## src/rtl/dpram_arbiter.sv

```systemverilog
// dpram_arbiter: two-master round-robin arbiter and sequencer for a 16x16 dual-port RAM.
// Write and read ports arbitrate independently; read data returns to its owner two cycles after grant.
module dpram_arbiter #(
    parameter int AW = 4,
    parameter int DW = 16
) (
    input  logic              clk,
    input  logic              rst_n,
    input  logic              m0_req,
    input  logic              m0_we,
    input  logic [AW-1:0]     m0_addr,
    input  logic [2*DW-1:0]   m0_wdata,
    input  logic [1:0]        m0_wstrb,
    output logic              m0_gnt,
    output logic              m0_rvalid,
    output logic [DW-1:0]     m0_rdata,
    output logic              m0_err,
    input  logic              m1_req,
    input  logic              m1_we,
    input  logic [AW-1:0]     m1_addr,
    input  logic [2*DW-1:0]   m1_wdata,
    input  logic [1:0]        m1_wstrb,
    output logic              m1_gnt,
    output logic              m1_rvalid,
    output logic [DW-1:0]     m1_rdata,
    output logic              m1_err,
    output logic              ram_wr_en,
    output logic [1:0]        ram_wr_strb,
    output logic [AW-1:0]     ram_waddr,
    output logic [2*DW-1:0]   ram_wdata,
    output logic              ram_rd_en,
    output logic [AW-1:0]     ram_raddr,
    input  logic [DW-1:0]     ram_rdata
);
    logic [1:0]             req;
    logic [1:0]             we;
    logic [1:0][AW-1:0]     addr;
    logic [1:0][2*DW-1:0]   wdata;
    logic [1:0][1:0]        wstrb;
    logic [1:0]             wr_req;
    logic [1:0]             rd_req;
    logic [1:0]             wr_gnt;
    logic [1:0]             rd_gnt;
    logic                   wr_pri_reg;
    logic                   rd_pri_reg;

    assign req   = {m1_req, m0_req};
    assign we    = {m1_we, m0_we};
    assign addr  = {m1_addr, m0_addr};
    assign wdata = {m1_wdata, m0_wdata};
    assign wstrb = {m1_wstrb, m0_wstrb};

    genvar gi;
    generate
        for (gi = 0; gi < 2; gi++) begin : g_class
            assign wr_req[gi] = req[gi] & we[gi];
            assign rd_req[gi] = req[gi] & ~we[gi];
        end
    endgenerate

    // Pointer value names the master favoured on a tie (0 = M0). No grants while in reset.
    assign wr_gnt[0] = rst_n & wr_req[0] & (~wr_req[1] | ~wr_pri_reg);
    assign wr_gnt[1] = rst_n & wr_req[1] & (~wr_req[0] |  wr_pri_reg);
    assign rd_gnt[0] = rst_n & rd_req[0] & (~rd_req[1] | ~rd_pri_reg);
    assign rd_gnt[1] = rst_n & rd_req[1] & (~rd_req[0] |  rd_pri_reg);

    assign m0_gnt = wr_gnt[0] | rd_gnt[0];
    assign m1_gnt = wr_gnt[1] | rd_gnt[1];

    logic              wr_sel;
    logic              rd_sel;
    logic              wr_any;
    logic              rd_any;
    logic [AW-1:0]     w_addr;
    logic [2*DW-1:0]   w_data;
    logic [1:0]        w_strb;
    logic [1:0]        w_strb_eff;
    logic              w_trunc;
    logic              wr_issue;

    assign wr_sel   = wr_gnt[1];
    assign rd_sel   = rd_gnt[1];
    assign wr_any   = |wr_gnt;
    assign rd_any   = |rd_gnt;
    assign w_addr   = addr[wr_sel];
    assign w_data   = wdata[wr_sel];
    assign w_strb   = wstrb[wr_sel];
    // A full-width write at the top address has no addr+1; keep only the low half.
    assign w_trunc    = wr_any && (w_strb == 2'b11) && (w_addr == {AW{1'b1}});
    assign w_strb_eff = w_trunc ? 2'b01 : w_strb;
    assign wr_issue   = wr_any && (w_strb != 2'b00);

    logic       s1_valid_reg;
    logic       s1_owner_reg;
    logic       s2_valid_reg;
    logic       s2_owner_reg;
    logic [1:0] err_reg;

    always_ff @(posedge clk or negedge rst_n) begin
        if (!rst_n) begin
            wr_pri_reg   <= 1'b0;
            rd_pri_reg   <= 1'b0;
            ram_wr_en    <= 1'b0;
            ram_wr_strb  <= 2'b00;
            ram_waddr    <= '0;
            ram_wdata    <= '0;
            ram_rd_en    <= 1'b0;
            ram_raddr    <= '0;
            err_reg      <= 2'b00;
            s1_valid_reg <= 1'b0;
            s1_owner_reg <= 1'b0;
            s2_valid_reg <= 1'b0;
            s2_owner_reg <= 1'b0;
        end else begin
            if (wr_gnt[0])
                wr_pri_reg <= 1'b1;
            else if (wr_gnt[1])
                wr_pri_reg <= 1'b0;
            if (rd_gnt[0])
                rd_pri_reg <= 1'b1;
            else if (rd_gnt[1])
                rd_pri_reg <= 1'b0;

            ram_wr_en <= wr_issue;
            if (wr_issue) begin
                ram_waddr   <= w_addr;
                ram_wdata   <= w_data;
                ram_wr_strb <= w_strb_eff;
            end
            err_reg <= wr_gnt & {2{w_trunc}};

            ram_rd_en <= rd_any;
            if (rd_any)
                ram_raddr <= addr[rd_sel];

            s1_valid_reg <= rd_any;
            s1_owner_reg <= rd_sel;
            s2_valid_reg <= s1_valid_reg;
            s2_owner_reg <= s1_owner_reg;
        end
    end

    assign m0_err = err_reg[0];
    assign m1_err = err_reg[1];

    logic [1:0]          rvalid;
    logic [1:0][DW-1:0]  rdata;

    generate
        for (gi = 0; gi < 2; gi++) begin : g_ret
            logic [DW-1:0] hold_reg;

            assign rvalid[gi] = s2_valid_reg && (s2_owner_reg == 1'(gi));
            // RAM output passes straight through in the return cycle, then is held.
            assign rdata[gi]  = rvalid[gi] ? ram_rdata : hold_reg;

            always_ff @(posedge clk or negedge rst_n) begin
                if (!rst_n)
                    hold_reg <= '0;
                else if (rvalid[gi])
                    hold_reg <= ram_rdata;
            end
        end
    endgenerate

    assign m0_rvalid = rvalid[0];
    assign m1_rvalid = rvalid[1];
    assign m0_rdata  = rdata[0];
    assign m1_rdata  = rdata[1];

endmodule

```

## config.mk

```make
export PLATFORM = sky130hd
export DESIGN_NAME = dpram_arbiter
export DESIGN_NICKNAME = d
export VERILOG_FILES = /design/src/rtl/dpram_arbiter.sv
export SDC_FILE = /design/constraint.sdc
export NUM_CORES = 1
export LEC_CHECK = 0
export CELL_PAD_IN_SITES_DETAIL_PLACEMENT = 0
export CELL_PAD_IN_SITES_GLOBAL_PLACEMENT = 2
export CORE_AREA = 2 2 120 122
export DETAILED_ROUTE_END_ITERATION = 10
export DIE_AREA = 0 0 122 124
export PLACE_DENSITY = 0.86
export SYNTH_ARGS = -nofsm -noshare
export SYNTH_HDL_FRONTEND = slang
export SYNTH_SLANG_ARGS = --single-unit
export TNS_END_PERCENT = 30
```

## constraint.sdc

```tcl
create_clock -name clk -period 5 [get_ports clk]
set_input_delay 1.25 -clock clk [delete_from_list [all_inputs] [get_ports clk]]
set_output_delay 1.25 -clock clk [all_outputs]
set_load 0.1 [all_outputs]
```

==> results.md <==
* Max Freq at 0.243 GHz
* Inserted Clock Buffers at 9
* Seq cells post-synth at 83
* Fraction of layout cells with a size suffix above 1 at about 37%
* Yosys top cell area share at 52.5%
* Commonest cells after routing, fill and taps aside: 143 x clkdlybuf4s50_1, 83 x dfrtp_1, 59 x mux2_4
* CTS max path bufs at 2
* Synth warn at 0
* Die Wd at around 120 microns
* Reg2Reg Capture Point: ram_wdata[20]$_DFFE_PN0P_
* Worst-Margin Slew at 1.02 ns
* Clk_lat worst skew at 0.34 ns
* Hold violation count in the final report at 0
* Critical R2R Launch: wr_pri_reg$_DFFE_PN0P_
* Port bufs at 179
* Routability cong. at 0.783
* Area of the core at 13700 sq um
* Filler instances at 1290
* CP top delay family: simple AND/OR/NAND/NOR gates
* Worst min path class: flop to flop
* Cell Area, Synth at 3960 sq um
* DRC at 0
* Vias in the first global route at 2975
* Antenna diode count at 0
* EDFF count, synth at 0
* Setup Buffers After CTS at 0
* Post-DP HPWL at 7490 microns
* TritonCTS clock tree: done
* Avg Inst Size Synth at around 15 sq um
* Sequential share of the synthesized area at between 50% and 60%
* Part of the cycle the worst path needs at 82.2%
* Final ANT Viol Nets at 0
* Final worst setup slack at roughly 0.9 ns
* Logic depth of the worst path, buffers included at 5
* 1st-iter DRT viols at 74
* Largest cells by area after synthesis: dfrtp_1 52%, mux2_4 22%, mux2_2 13%
* Final WL at 9810 microns
* Post-CTS sizing at 0
* Commonest non-fill, non-tap cell in the layout: clkdlybuf4s50_1
* Inst Count DP at 612
* IO Count at 180
* Final setup fails at 0
* Crit-path slowest cell: clkdlybuf4s50_1
* Worst setup endpoint: m1_gnt
* Vias post-DR at 2787
* Hold bufs inserted after CTS at 0
* Clk root buf: clkbuf_16
* CP arrival at 2.86 ns
* Final core utilization at roughly 45%
* R2R Setup Slk at 2.68 ns
* Routed length per instance at 15.6 microns
* Max incr delay on CP at 0.53 ns
* Syn_nets at 358
* FP Rows at 43
* RSZ-0062 raised after global routing: no
* TNS Setup at 0 ns
* First-pass detailed-route iteration total at 4
* Clock transition at path regs at 0.06 ns
* Hold_ws at 0.363 ns
* Layout area overhead at 55.3%
* Cell accounting for the most synthesized area: dfrtp_1
* PD cells at 550 nW/um^2
* First-pass GRT wire length at between 15000 and 20000 microns
* Crit path buffers/inverters at 2
* Crit-path max FO at 36
* CP Capture Type: output port
* Die Ht at 124 microns
* Setup Slack @ Placement at 0.875 ns
* Die area at 15100 sq um
* Status: completed
* GR Overflow Total at 0
* Depth of the most critical reg-to-reg path at 5
* Non-filler cells, final at 628
* Pleak at 2.72 nW
* Effective utilization at floorplan at roughly 29%
* Hold depth at 0
* Slew HR at 31.6%
* Layout Nets at 541
* Largest net degree at the start of global routing at 52
* Worst vdd ir at roughly 0.22 mV
* Worst EP required at 3.75 ns
* Critical Path Source Type: input port
* Maxcap violations at 0
* CP Launch Point: m1_we
* Asr flop ratio synth at 100%
* Final min period at 4.11 ns
* Worst-path cell chain: clkdlybuf4s50_1, and3_1, nand2_8, nand2b_1, buf_12
* Worst Skew at 0.00673 ns
* Initial antenna violation count at 0
* Setup CP Type: input port to output port
* CTS sink count at between 80 and 90
* Global Route Usage Sum at 13.4%
* Post-synthesis cell count at 260
* Max Slew Vio Count at 0
* Top_reg_cell synth: dfrtp_1
* Via-to-Cell Ratio at 4.44
* CTS H-tree depth at 3
* Synth cell types at 36
[power breakdown]
part / total [mW] / internal (mW) / switching, mW
registers: 0.890 / 0.823 / 0.0668
clock network: 0.691 / 0.428 / 0.263
logic: 1.80 / 0.478 / 1.32
[worst reg2reg max path, cell delays in order (launching register included)]
cell	delay, ns
dfrtp_1	0.37
nand3b_1	0.29
nand2_8	0.28
o22ai_4	0.59
buf_12	0.30
mux2_2	0.37
[metrics by stage]
step	total power, mW	instance area [sq um]
finish	3.38	6150
global route	3.51	6150
CTS	3.43	6150
detailed placement	2.71	5830
global placement	2.70	5830
floorplan	2.28	3960
[cell type report]
type / count / area [sq um] / area share [%]
Clock buffer: 13 / 270 / 4.39
Clock inverter: 3 / 45.0 / 0.732
Inverter: 5 / 18.8 / 0.305
Multi-Input combinational cell: 160 / 1750 / 28.4
Sequential cell: 83 / 2080 / 33.8
Tap cell: 180 / 225 / 3.66
Timing Repair Buffer: 184 / 1760 / 28.7
[worst min path at each step]
stage | start | to | slack, ns
3_3_place_gp | s1_owner_reg$_DFF_PN0_ | s2_owner_reg$_DFF_PN0_ | 0.34
6_report | s1_owner_reg$_DFF_PN0_ | s2_owner_reg$_DFF_PN0_ | 0.36
2_1_floorplan | s1_owner_reg$_DFF_PN0_ | s2_owner_reg$_DFF_PN0_ | 0.33
5_1_grt | s1_owner_reg$_DFF_PN0_ | s2_owner_reg$_DFF_PN0_ | 0.39
3_5_place_dp | s1_owner_reg$_DFF_PN0_ | s2_owner_reg$_DFF_PN0_ | 0.36
4_1_cts | s1_owner_reg$_DFF_PN0_ | s2_owner_reg$_DFF_PN0_ | 0.37
[cells by family (layout without fill, tap and decap cells)]
family	after synthesis	count (layout)	synth area share [%]
buf+inv	17	205	3.54
flops	83	83	52.5
simple gates	36	36	5.18
compound gates	17	17	2.91
mux	107	107	35.9
[cells in the mapped netlist, types with 2 or more instances]
cell / instances
a21oi_1: 2
a31oi_1: 2
and3_1: 2
buf_12: 2
buf_2: 2
buf_6: 5
clkbuf_1: 2
dfrtp_1: 83
inv_1: 5
mux2_2: 44
mux2_4: 59
mux2i_1: 4
nand2_1: 8
nand3_1: 7
nand4_1: 2
nor2_1: 4
nor2b_1: 3
o21ai_0: 6
[layer usage]
layer	GRT usage (%)	up-vias	wire (microns)
li1	-	1296	-
met1	16.6	1341	4150
met2	20.7	134	4520
met3	4.76	16	925
met4	6.82	0	221
met5	0	-	0
Power figures use the tool's default switching activity.
